<file path="src/rtl/clkdiv_pkg.sv">
// Shared definitions for the clock divider and its period meter.
// Holds the default geometry, the meter FSM encoding and the sel-to-period map.
package clkdiv_pkg;

  localparam int DEF_LOG2_MAX = 16;
  localparam int DEF_SEL_W    = 3;
  localparam int DEF_CNT_W    = 18;

  typedef enum logic [1:0] {
    WAIT_FIRST = 2'd0,
    MEASURE    = 2'd1,
    TIMEOUT    = 2'd2
  } meter_state_e;

  // Period in system clocks that a given divider select produces.
  function automatic logic [31:0] sel_to_period(input int unsigned log2_max,
                                                input int unsigned sel);
    return 32'd1 << (log2_max - sel);
  endfunction

endpackage

</file>
<file path="src/rtl/clkdiv_meter_if.sv">
// Measurement control and result bundle of the divided-clock period meter.
// Optional macro CLKDIV_METER_LOCK_EN adds the locked_o indication.
interface clkdiv_meter_if
  import clkdiv_pkg::*;
#(
  parameter int SEL_W = DEF_SEL_W,
  parameter int CNT_W = DEF_CNT_W
);

  logic             en_i;
  logic             sig_i;
  logic [CNT_W-1:0] period_o;
  logic             valid_o;
  logic [SEL_W-1:0] sel_o;
  logic             match_o;
  logic             timeout_o;
`ifdef CLKDIV_METER_LOCK_EN
  logic             locked_o;

  modport master (output en_i, sig_i,
                  input  period_o, valid_o, sel_o, match_o, timeout_o, locked_o);
  modport slave  (input  en_i, sig_i,
                  output period_o, valid_o, sel_o, match_o, timeout_o, locked_o);
`else
  modport master (output en_i, sig_i,
                  input  period_o, valid_o, sel_o, match_o, timeout_o);
  modport slave  (input  en_i, sig_i,
                  output period_o, valid_o, sel_o, match_o, timeout_o);
`endif

endinterface

</file>
<file path="src/rtl/sync_edge_det.sv">
// Two-flop synchronizer for an asynchronous level, followed by a delay flop
// that turns the synchronized level into a one-cycle rising-edge strobe.
module sync_edge_det (
  input  logic clk,
  input  logic rst,
  input  logic async_sig,
  output logic rise
);

  logic [1:0] sync_q;
  logic       prev_q;

  // Bring the asynchronous level into the clk domain and keep a delayed copy.
  always_ff @(posedge clk or posedge rst) begin
    if (rst) begin
      sync_q <= 2'b00;
      prev_q <= 1'b0;
    end else begin
      sync_q <= {sync_q[0], async_sig};
      prev_q <= sync_q[1];
    end
  end

  assign rise = sync_q[1] & ~prev_q;

endmodule

</file>
<file path="src/rtl/clkdiv_meter.sv">
// Divided-clock period meter: counts clk_i cycles between rising edges of
// sig_i, reports the period, decodes the divider select that produces it and
// flags a stuck input with a sticky timeout.
// Optional macro CLKDIV_METER_LOCK_EN adds a three-in-a-row lock indication.
module clkdiv_meter
  import clkdiv_pkg::*;
#(
  parameter int LOG2_MAX = DEF_LOG2_MAX,
  parameter int SEL_W    = DEF_SEL_W,
  parameter int CNT_W    = DEF_CNT_W
) (
  input  logic           clk_i,
  input  logic           rst_i,
  clkdiv_meter_if.slave  bus
);

  localparam logic [CNT_W-1:0] CNT_MAX = '1;

  meter_state_e     state;
  logic [CNT_W-1:0] cnt;
  logic [CNT_W-1:0] period_q;
  logic             valid_q;
  logic [SEL_W-1:0] sel_q;
  logic             match_q;
  logic             timeout_q;
  logic             en_d;
  logic             rise;
  logic             dec_match;
  logic [SEL_W-1:0] dec_sel;
`ifdef CLKDIV_METER_LOCK_EN
  logic [1:0]       lock_cnt;
  logic             locked_q;
`endif

  sync_edge_det u_edge (
    .clk       (clk_i),
    .rst       (rst_i),
    .async_sig (bus.sig_i),
    .rise      (rise)
  );

  // Decode the running count as a legal divider period; the count at the
  // closing edge is the period being reported.
  always_comb begin
    dec_match = 1'b0;
    dec_sel   = '0;
    for (int s = 0; s < 2**SEL_W; s++) begin
      if (32'(cnt) == sel_to_period(LOG2_MAX, s)) begin
        dec_match = 1'b1;
        dec_sel   = SEL_W'(s);
      end
    end
  end

  // Measurement FSM with the period counter and all registered outputs.
  always_ff @(posedge clk_i or posedge rst_i) begin
    if (rst_i) begin
      state     <= WAIT_FIRST;
      cnt       <= '0;
      period_q  <= '0;
      valid_q   <= 1'b0;
      sel_q     <= '0;
      match_q   <= 1'b0;
      timeout_q <= 1'b0;
      en_d      <= 1'b0;
`ifdef CLKDIV_METER_LOCK_EN
      lock_cnt  <= 2'd0;
      locked_q  <= 1'b0;
`endif
    end else begin
      valid_q <= 1'b0;
      en_d    <= bus.en_i;
      if (!bus.en_i) begin
        state <= WAIT_FIRST;
        cnt   <= '0;
        if (en_d) begin
          timeout_q <= 1'b0;
        end
`ifdef CLKDIV_METER_LOCK_EN
        lock_cnt <= 2'd0;
        locked_q <= 1'b0;
`endif
      end else begin
        case (state)
          WAIT_FIRST: begin
            if (rise) begin
              cnt   <= CNT_W'(1);
              state <= MEASURE;
            end
          end
          MEASURE: begin
            if (cnt == CNT_MAX) begin
              timeout_q <= 1'b1;
              state     <= TIMEOUT;
`ifdef CLKDIV_METER_LOCK_EN
              lock_cnt  <= 2'd0;
              locked_q  <= 1'b0;
`endif
            end else if (rise) begin
              period_q <= cnt;
              valid_q  <= 1'b1;
              cnt      <= CNT_W'(1);
              match_q  <= dec_match;
              if (dec_match) begin
                sel_q <= dec_sel;
              end
`ifdef CLKDIV_METER_LOCK_EN
              if (dec_match && (dec_sel == sel_q)) begin
                lock_cnt <= (lock_cnt == 2'd3) ? 2'd3 : 2'(lock_cnt + 2'd1);
                locked_q <= (lock_cnt >= 2'd2);
              end else begin
                lock_cnt <= dec_match ? 2'd1 : 2'd0;
                locked_q <= 1'b0;
              end
`endif
            end else begin
              cnt <= cnt + 1'b1;
            end
          end
          TIMEOUT: begin
            if (rise) begin
              cnt   <= CNT_W'(1);
              state <= MEASURE;
            end
          end
          default: begin
            state <= WAIT_FIRST;
            cnt   <= '0;
          end
        endcase
      end
    end
  end

  assign bus.period_o  = period_q;
  assign bus.valid_o   = valid_q;
  assign bus.sel_o     = sel_q;
  assign bus.match_o   = match_q;
  assign bus.timeout_o = timeout_q;
`ifdef CLKDIV_METER_LOCK_EN
  assign bus.locked_o  = locked_q;
`endif

endmodule

</file>
<file path="src/flat_wrapper.sv">
// flat-port wrapper written by rule: the top's interface ports become plain ports
module clkdiv_meter_flat import clkdiv_pkg::*;
#(
  parameter int LOG2_MAX = DEF_LOG2_MAX,
  parameter int SEL_W    = DEF_SEL_W,
  parameter int CNT_W    = DEF_CNT_W
)
  (clk_i, rst_i, bus_en_i, bus_sig_i, bus_period_o, bus_valid_o, bus_sel_o, bus_match_o, bus_timeout_o);
  clkdiv_meter_if #(.SEL_W(SEL_W), .CNT_W(CNT_W)) bus_i ();
  input  logic clk_i;
  input  logic rst_i;
  input wire logic [$bits(bus_i.en_i)-1:0] bus_en_i;
  input wire logic [$bits(bus_i.sig_i)-1:0] bus_sig_i;
  output wire logic [$bits(bus_i.period_o)-1:0] bus_period_o;
  output wire logic [$bits(bus_i.valid_o)-1:0] bus_valid_o;
  output wire logic [$bits(bus_i.sel_o)-1:0] bus_sel_o;
  output wire logic [$bits(bus_i.match_o)-1:0] bus_match_o;
  output wire logic [$bits(bus_i.timeout_o)-1:0] bus_timeout_o;
  assign bus_i.en_i = bus_en_i;
  assign bus_i.sig_i = bus_sig_i;
  assign bus_period_o = bus_i.period_o;
  assign bus_valid_o = bus_i.valid_o;
  assign bus_sel_o = bus_i.sel_o;
  assign bus_match_o = bus_i.match_o;
  assign bus_timeout_o = bus_i.timeout_o;
  clkdiv_meter #(.LOG2_MAX(LOG2_MAX), .SEL_W(SEL_W), .CNT_W(CNT_W)) u_core (.clk_i(clk_i), .rst_i(rst_i), .bus(bus_i));
endmodule
</file>
<file path="config.mk">
export PLATFORM = sky130hd
export DESIGN_NAME = clkdiv_meter_flat
export DESIGN_NICKNAME = d
export VERILOG_FILES = /design/src/rtl/clkdiv_pkg.sv /design/src/rtl/clkdiv_meter_if.sv /design/src/rtl/sync_edge_det.sv /design/src/rtl/clkdiv_meter.sv /design/src/flat_wrapper.sv
export SDC_FILE = /design/constraint.sdc
export NUM_CORES = 1
export LEC_CHECK = 0
export CAP_MARGIN = 10
export CORE_ASPECT_RATIO = 1.75
export CORE_MARGIN = 4
export CORE_UTILIZATION = 56
export CTS_CLUSTER_SIZE = 8
export DETAILED_ROUTE_END_ITERATION = 12
export HOLD_SLACK_MARGIN = 0.05
export PLACE_DENSITY = 0.8
export SLEW_MARGIN = 5
export SYNTH_ARGS = -nofsm -noshare
export SYNTH_HDL_FRONTEND = slang
export SYNTH_SLANG_ARGS = --single-unit
</file>
<file path="constraint.sdc">
create_clock -name clk_i -period 2.6 [get_ports clk_i]
set_clock_uncertainty 0.1 [all_clocks]
set_input_delay 0.65 -clock clk_i [delete_from_list [all_inputs] [get_ports clk_i]]
set_output_delay 0.65 -clock clk_i [all_outputs]
set_load 0.02 [all_outputs]
</file>
### After elaboration in Yosys (flattened, before gate mapping)

Cells that the tools add are included.

* output and inout port bits: 24
* register bits after elaboration: 48
* bits of input ports: 4

* reduce and logical (&&, ||, !) cells: 8
* eq/ne operators: 16
* add/subtract/negate cells: 1
* mux-type cells: 32
* bitwise operators: 3

Operator list (count)
* 18-bit two-way mux: 4
* 18-bit case mux with 2 select lines: 1
* 18-bit by 1-bit adder with 18-bit output, second input constant: 1
* 18-bit by 10-bit == test with 1-bit output, second input constant: 1
* 18-bit by 11-bit == test with 1-bit output, second input constant: 1
* 18-bit by 12-bit == test with 1-bit output, second input constant: 1
* 18-bit by 13-bit == test with 1-bit output, second input constant: 1
* 18-bit by 14-bit == test with 1-bit output, second input constant: 1
* 18-bit by 15-bit == test with 1-bit output, second input constant: 1
* 18-bit by 16-bit == test with 1-bit output, second input constant: 1
* 18-bit by 17-bit == test with 1-bit output, second input constant: 1
* 18-bit == test, second input constant: 1
* 1-bit two-way mux: 17
* 3-bit two-way mux: 4
* 2-bit two-way mux: 5
* 3-bit by 2-bit != test with 1-bit output, second input constant: 2
* 5-bit AND reduction: 1
* 2-bit by 1-bit != test with 1-bit output, second input constant: 2
* 2-bit case mux with 2 select lines: 1
* 2-bit AND reduction: 2
* 4-bit AND reduction: 1
* 3-bit != test, second input constant: 1
* 3-bit AND reduction: 1
* 2-bit by 1-bit == test with 1-bit output, second input constant: 1
* 6 further kinds: 7

### Longest topological paths before layout

Gate-level depths: netlist of run 1.

* depth in word-level cells: 10
* gate-level depth with buffers: 7
* gate-level depth less buffers: 7

### Cells and area by module

From an unflattened synthesis of run 1, not the netlist that was laid out.

* cells, all modules: 225
* area total of the unflattened synthesis: 2487.4 um^2

By module, submodules not included
* clkdiv_meter: instances 1, area an instance 2394.8 um^2, cells each 220
* sync_edge_det: instances 1, area an instance 92.6 um^2, cells each 5

### Worst setup path after synthesis of run 1

No wires, ideal clock.

* path type: register to register
* start: register u_core.cnt[0]
* end: register u_core.period_q[15] (netlist: u_core.bus.period_o[15])
* setup slack: 406 ps
* setup time: 128 ps
* clock period less this slack: 2194 ps
* data arrival time: 1966 ps
* stages on the path, launching flop included: 7
* path buffers: 1
* cell sequence: dfrtp_1 -> ha_1 -> nand2_1 -> or4_4 -> o21ai_4 -> buf_4 -> mux2_1

* word-level cells in the longest chain between the ends: 3

Ends and longest elaborated chain
* start, declared: line clkdiv_meter.sv:20 `logic [CNT_W-1:0] cnt;`
* start signal, assigned: line clkdiv_meter.sv:117 `cnt <= cnt + 1'b1;`
* 18-bit == test: line clkdiv_meter.sv:92 `if (cnt == CNT_MAX) begin`
* 1-bit inverter (no source line)
* 4-bit AND reduction (no source line)
* end signal, assigned: line clkdiv_meter.sv:100 `period_q <= cnt;`
* end, declared: line clkdiv_meter.sv:21 `logic [CNT_W-1:0] period_q;`

No other way between the ends.
A chain may end at the register's enable or synchronous reset.

### Worst setup path in the final report of run 1

* start: register u_core.cnt[1]
* end: register u_core.period_q[8] (netlist: u_core.bus.period_o[8])

The elaborated chain is that of the path after synthesis.

==> impl_metrics.py, run 1 <==
metrics = {
    "run_status": {
        "outcome": "finished, final reports clean",
    },
    "logic_synthesis": {
        "synth_warnings": 0,
        "synth_top_area_share_pct": 48.8,
        "synth_most_common_cell": "dfrtp_1",
        "ys_ff_latch": 48,
        "synth_area_leaders": "dfrtp_1, mux2_1, o21ai_1",
        "synth_fp_nets": 249,
        "synthCells": 243,
        "yosysSeqAreaShare_pct": 48.8,
        "synth_ff_type": "dfrtp_1",
        "synth_area_leader_cell": "dfrtp_1",
        "synthDistinctLibCells": 53,
        "synth_area_mm2": 0.00246,
        "synth-async-reset-ratio_pct": 100,
        "synth_area_per_cell_um2": 10.1,
        "synth_edf_count": 0,
        "synthTopCellsByCount": "dfrtp_1, o21ai_1, nand2_1, mux2_1, nand3_1",
    },
    "sta": {
        "worst_pin_slew_ns": 0.594,
        "max_freq_ghz": 0.416,
        "fin_tns_setup_ns": 0,
        "hold_violations": 0,
        "finalCriticalPeriod_ns": 2.41,
        "period_share_pct": 92.5,
        "rsz0062_at_grt": "no",
        "slew_headroom_pct": 60.1,
        "setup_violations": 0,
        "maxSlewViolCount": 0,
    },
    "power": {
        "powerDensity_mw_per_mm2": 425,
        "p_leak_uw": 0.00131,
        "peakVddDrop_mv": 0.468,
    },
    "grt": {
        "antenna_found_initial": 0,
        "grt.overflow.total": 0,
        "grt_pass1_vias": 2006,
        "grt_pass1_wl_um": 9440,
        "grt_start_max_net_pins": 27,
        "grt_usage_pct": 22.2,
    },
    "clock_network": {
        "cts_setup_buffers": 0,
        "clk_pin_slew_ns": 0.07,
        "cts_tree": "built",
        "cts_root_buf": "clkbuf_8",
        "ctsHoldBuffers": 0,
        "cts_resized": 0,
        "clock_path_buffers": 2,
        "clock_latency_ns": 0.30,
        "cts_htree_levels": 2,
        "cts_made_buffers": 5,
        "clkSinkCount": 48,
    },
    "route": {
        "wl_um": 5440,
        "routed-wl-met3_um": 178,
        "via_per_inst": 6.07,
        "drt-pass1-iter-count": 4,
        "wire_per_inst_um": 16.6,
        "met1Wirelength_um": 2120,
        "met2WireLength_um": 3010,
        "drc": 0,
        "top_layer_used": "met4",
        "drt.antenna.violating_nets": 0,
        "drt_iter0_drc": 67,
        "routed-via-count": 1986,
    },
    "die": {
        "top_level_ports": 28,
        "rows": 31,
        "initial_utilization_pct": 58.7,
        "die-width_um": 58.1,
        "die_y_um": 95.7,
        "die-area_mm2": 0.00556,
        "design.core.area_mm2": 0.00419,
    },
    "final_layout": {
        "area_delta_synth_final_pct": 19.1,
        "nets": 286,
        "final_area_mm2": 0.00293,
        "layout-drive-gt1-share_pct": 12.6,
        "antenna_cells": 0,
    },
    "setup_path": {
        "endpoint_kind": "register",
        "crit_type": "reg2reg",
        "cp_max_fo": 10,
        "cp.required_ns": 2.68,
        "startpoint_type": "register",
        "cp.arrival_ns": 2.48,
        "ff2ff_setup_slack_ns": 0.19,
    },
    "place": {
        "place.gp.congestion": 0.860,
        "dp_hpwl_um": 4080,
        "portBuffers": 27,
        "postPlaceCellArea_mm2": 0.00286,
    },
    "worst_hold_path": {
        "hp-class": "reg2reg",
    },
    "run": {
        "max_cap_viol_count": 0,
    },
}
final cells by class:
cell class	instances	area, µm²
Clock buffer	5	68.8
Fill cell	332	1260
Inverter	7	26.3
Multi-Input combinational cell	174	1160
Sequential cell	48	1200
Tap cell	49	61.3
Timing Repair Buffer	44	410
layout by cell type (no fill, tap or decap), types with 3 or more instances in the layout:
cell             instances
o21ai_0                  4
xnor2_1                  4
nor3b_1                  3
clkdlybuf4s50_1         27
nor2_1                  13
dfrtp_1                 48
buf_4                   16
o21ai_1                 23
nor4_1                   5
a21oi_1                  7
nand3_1                 15
nor3_1                   4
o31ai_1                  7
clkbuf_8                 5
inv_1                    5
xor2_1                   5
nand4_1                  3
nor2b_1                  3
nand2_1                 22
mux2_1                  16
a31oi_1                  4
through the flow:
step	total power (µW)	setup slack [ns]	hold WS, ns	util (%)	instances
5_1_grt	1300	0.0851	0.284	70.0	327
4_1_cts	1260	0.171	0.259	70.0	327
2_1_floorplan	831	0.406	0.231	-	243
6_report	1250	0.194	0.258	70.0	327
3_3_place_gp	866	0.173	0.234	68.3	322
3_5_place_dp	868	0.100	0.240	68.3	322
report_power, final:
| part | switching [µW] | total [µW] | internal [µW] | leakage, µW |
|---|---|---|---|---|
| Sequential | 7.58 | 763 | 756 | 0.000654 |
| Combinational | 55.2 | 89.7 | 34.5 | 0.000620 |
| Clock | 219 | 392 | 174 | 0.0000359 |
registers in the layout (all words and copies together), names as in the netlist:
name                  flops
u_core.state              2
u_core.u_edge.sync_q      2
u_core.bus.timeout_o      1
u_core.bus.valid_o        1
u_core.u_edge.prev_q      1
u_core.cnt               18
u_core.bus.period_o      18
u_core.bus.sel_o          3
u_core.bus.match_o        1
u_core.en_d               1
worst paths after layout:
kind / cells after the start / start / to
worst max-delay path: 6 / u_core.cnt[1]$_DFFE_PP0P_ / u_core.bus.period_o[8]$_DFFE_PP0P_
worst min register to register: 0 / u_core.u_edge.sync_q[0]$_DFF_PP0_ / u_core.u_edge.sync_q[1]$_DFF_PP0_
worst min-delay path: 0 / u_core.u_edge.sync_q[0]$_DFF_PP0_ / u_core.u_edge.sync_q[1]$_DFF_PP0_
worst max register to register: 6 / u_core.cnt[1]$_DFFE_PP0P_ / u_core.bus.period_o[8]$_DFFE_PP0P_
max in group asynchronous: 3 / rst_i / u_core.cnt[1]$_DFFE_PP0P_
min in group asynchronous: 2 / rst_i / u_core.bus.sel_o[1]$_DFFE_PP0P_
cells by family after synthesis:
logic type | after synthesis | synth area share (%)
xor gates and xnor gates | 9 | 3.20
DFF | 48 | 48.8
AOI/OAI and AO/OA | 54 | 14.0
muxes | 19 | 8.75
buffers and inverters | 21 | 3.92
adders and majority gates | 2 | 1.02
and+or+nand+nor | 90 | 20.2
metal layers:
layer	vias to the layer above	GRT usage, %
met1	980	26.3
met2	48	38.5
met5	-	0
li1	949	-
met4	0	11.0
met3	9	3.39
critical path, cell delays in order (launching register included):
cell     delay [ns]
dfrtp_1        0.42
ha_1           0.27
nand2_1        0.16
or4_4          0.61
o21ai_4        0.17
buf_4          0.21
mux2_1         0.35
(Power assumes the default switching activity.)
==> inputs of run 2 (changes only) <==
CAP_MARGIN = default   (was 10)
==> results of run 2 <==
Same layout as run 1: the final DEF is identical, and so are final timing and power.
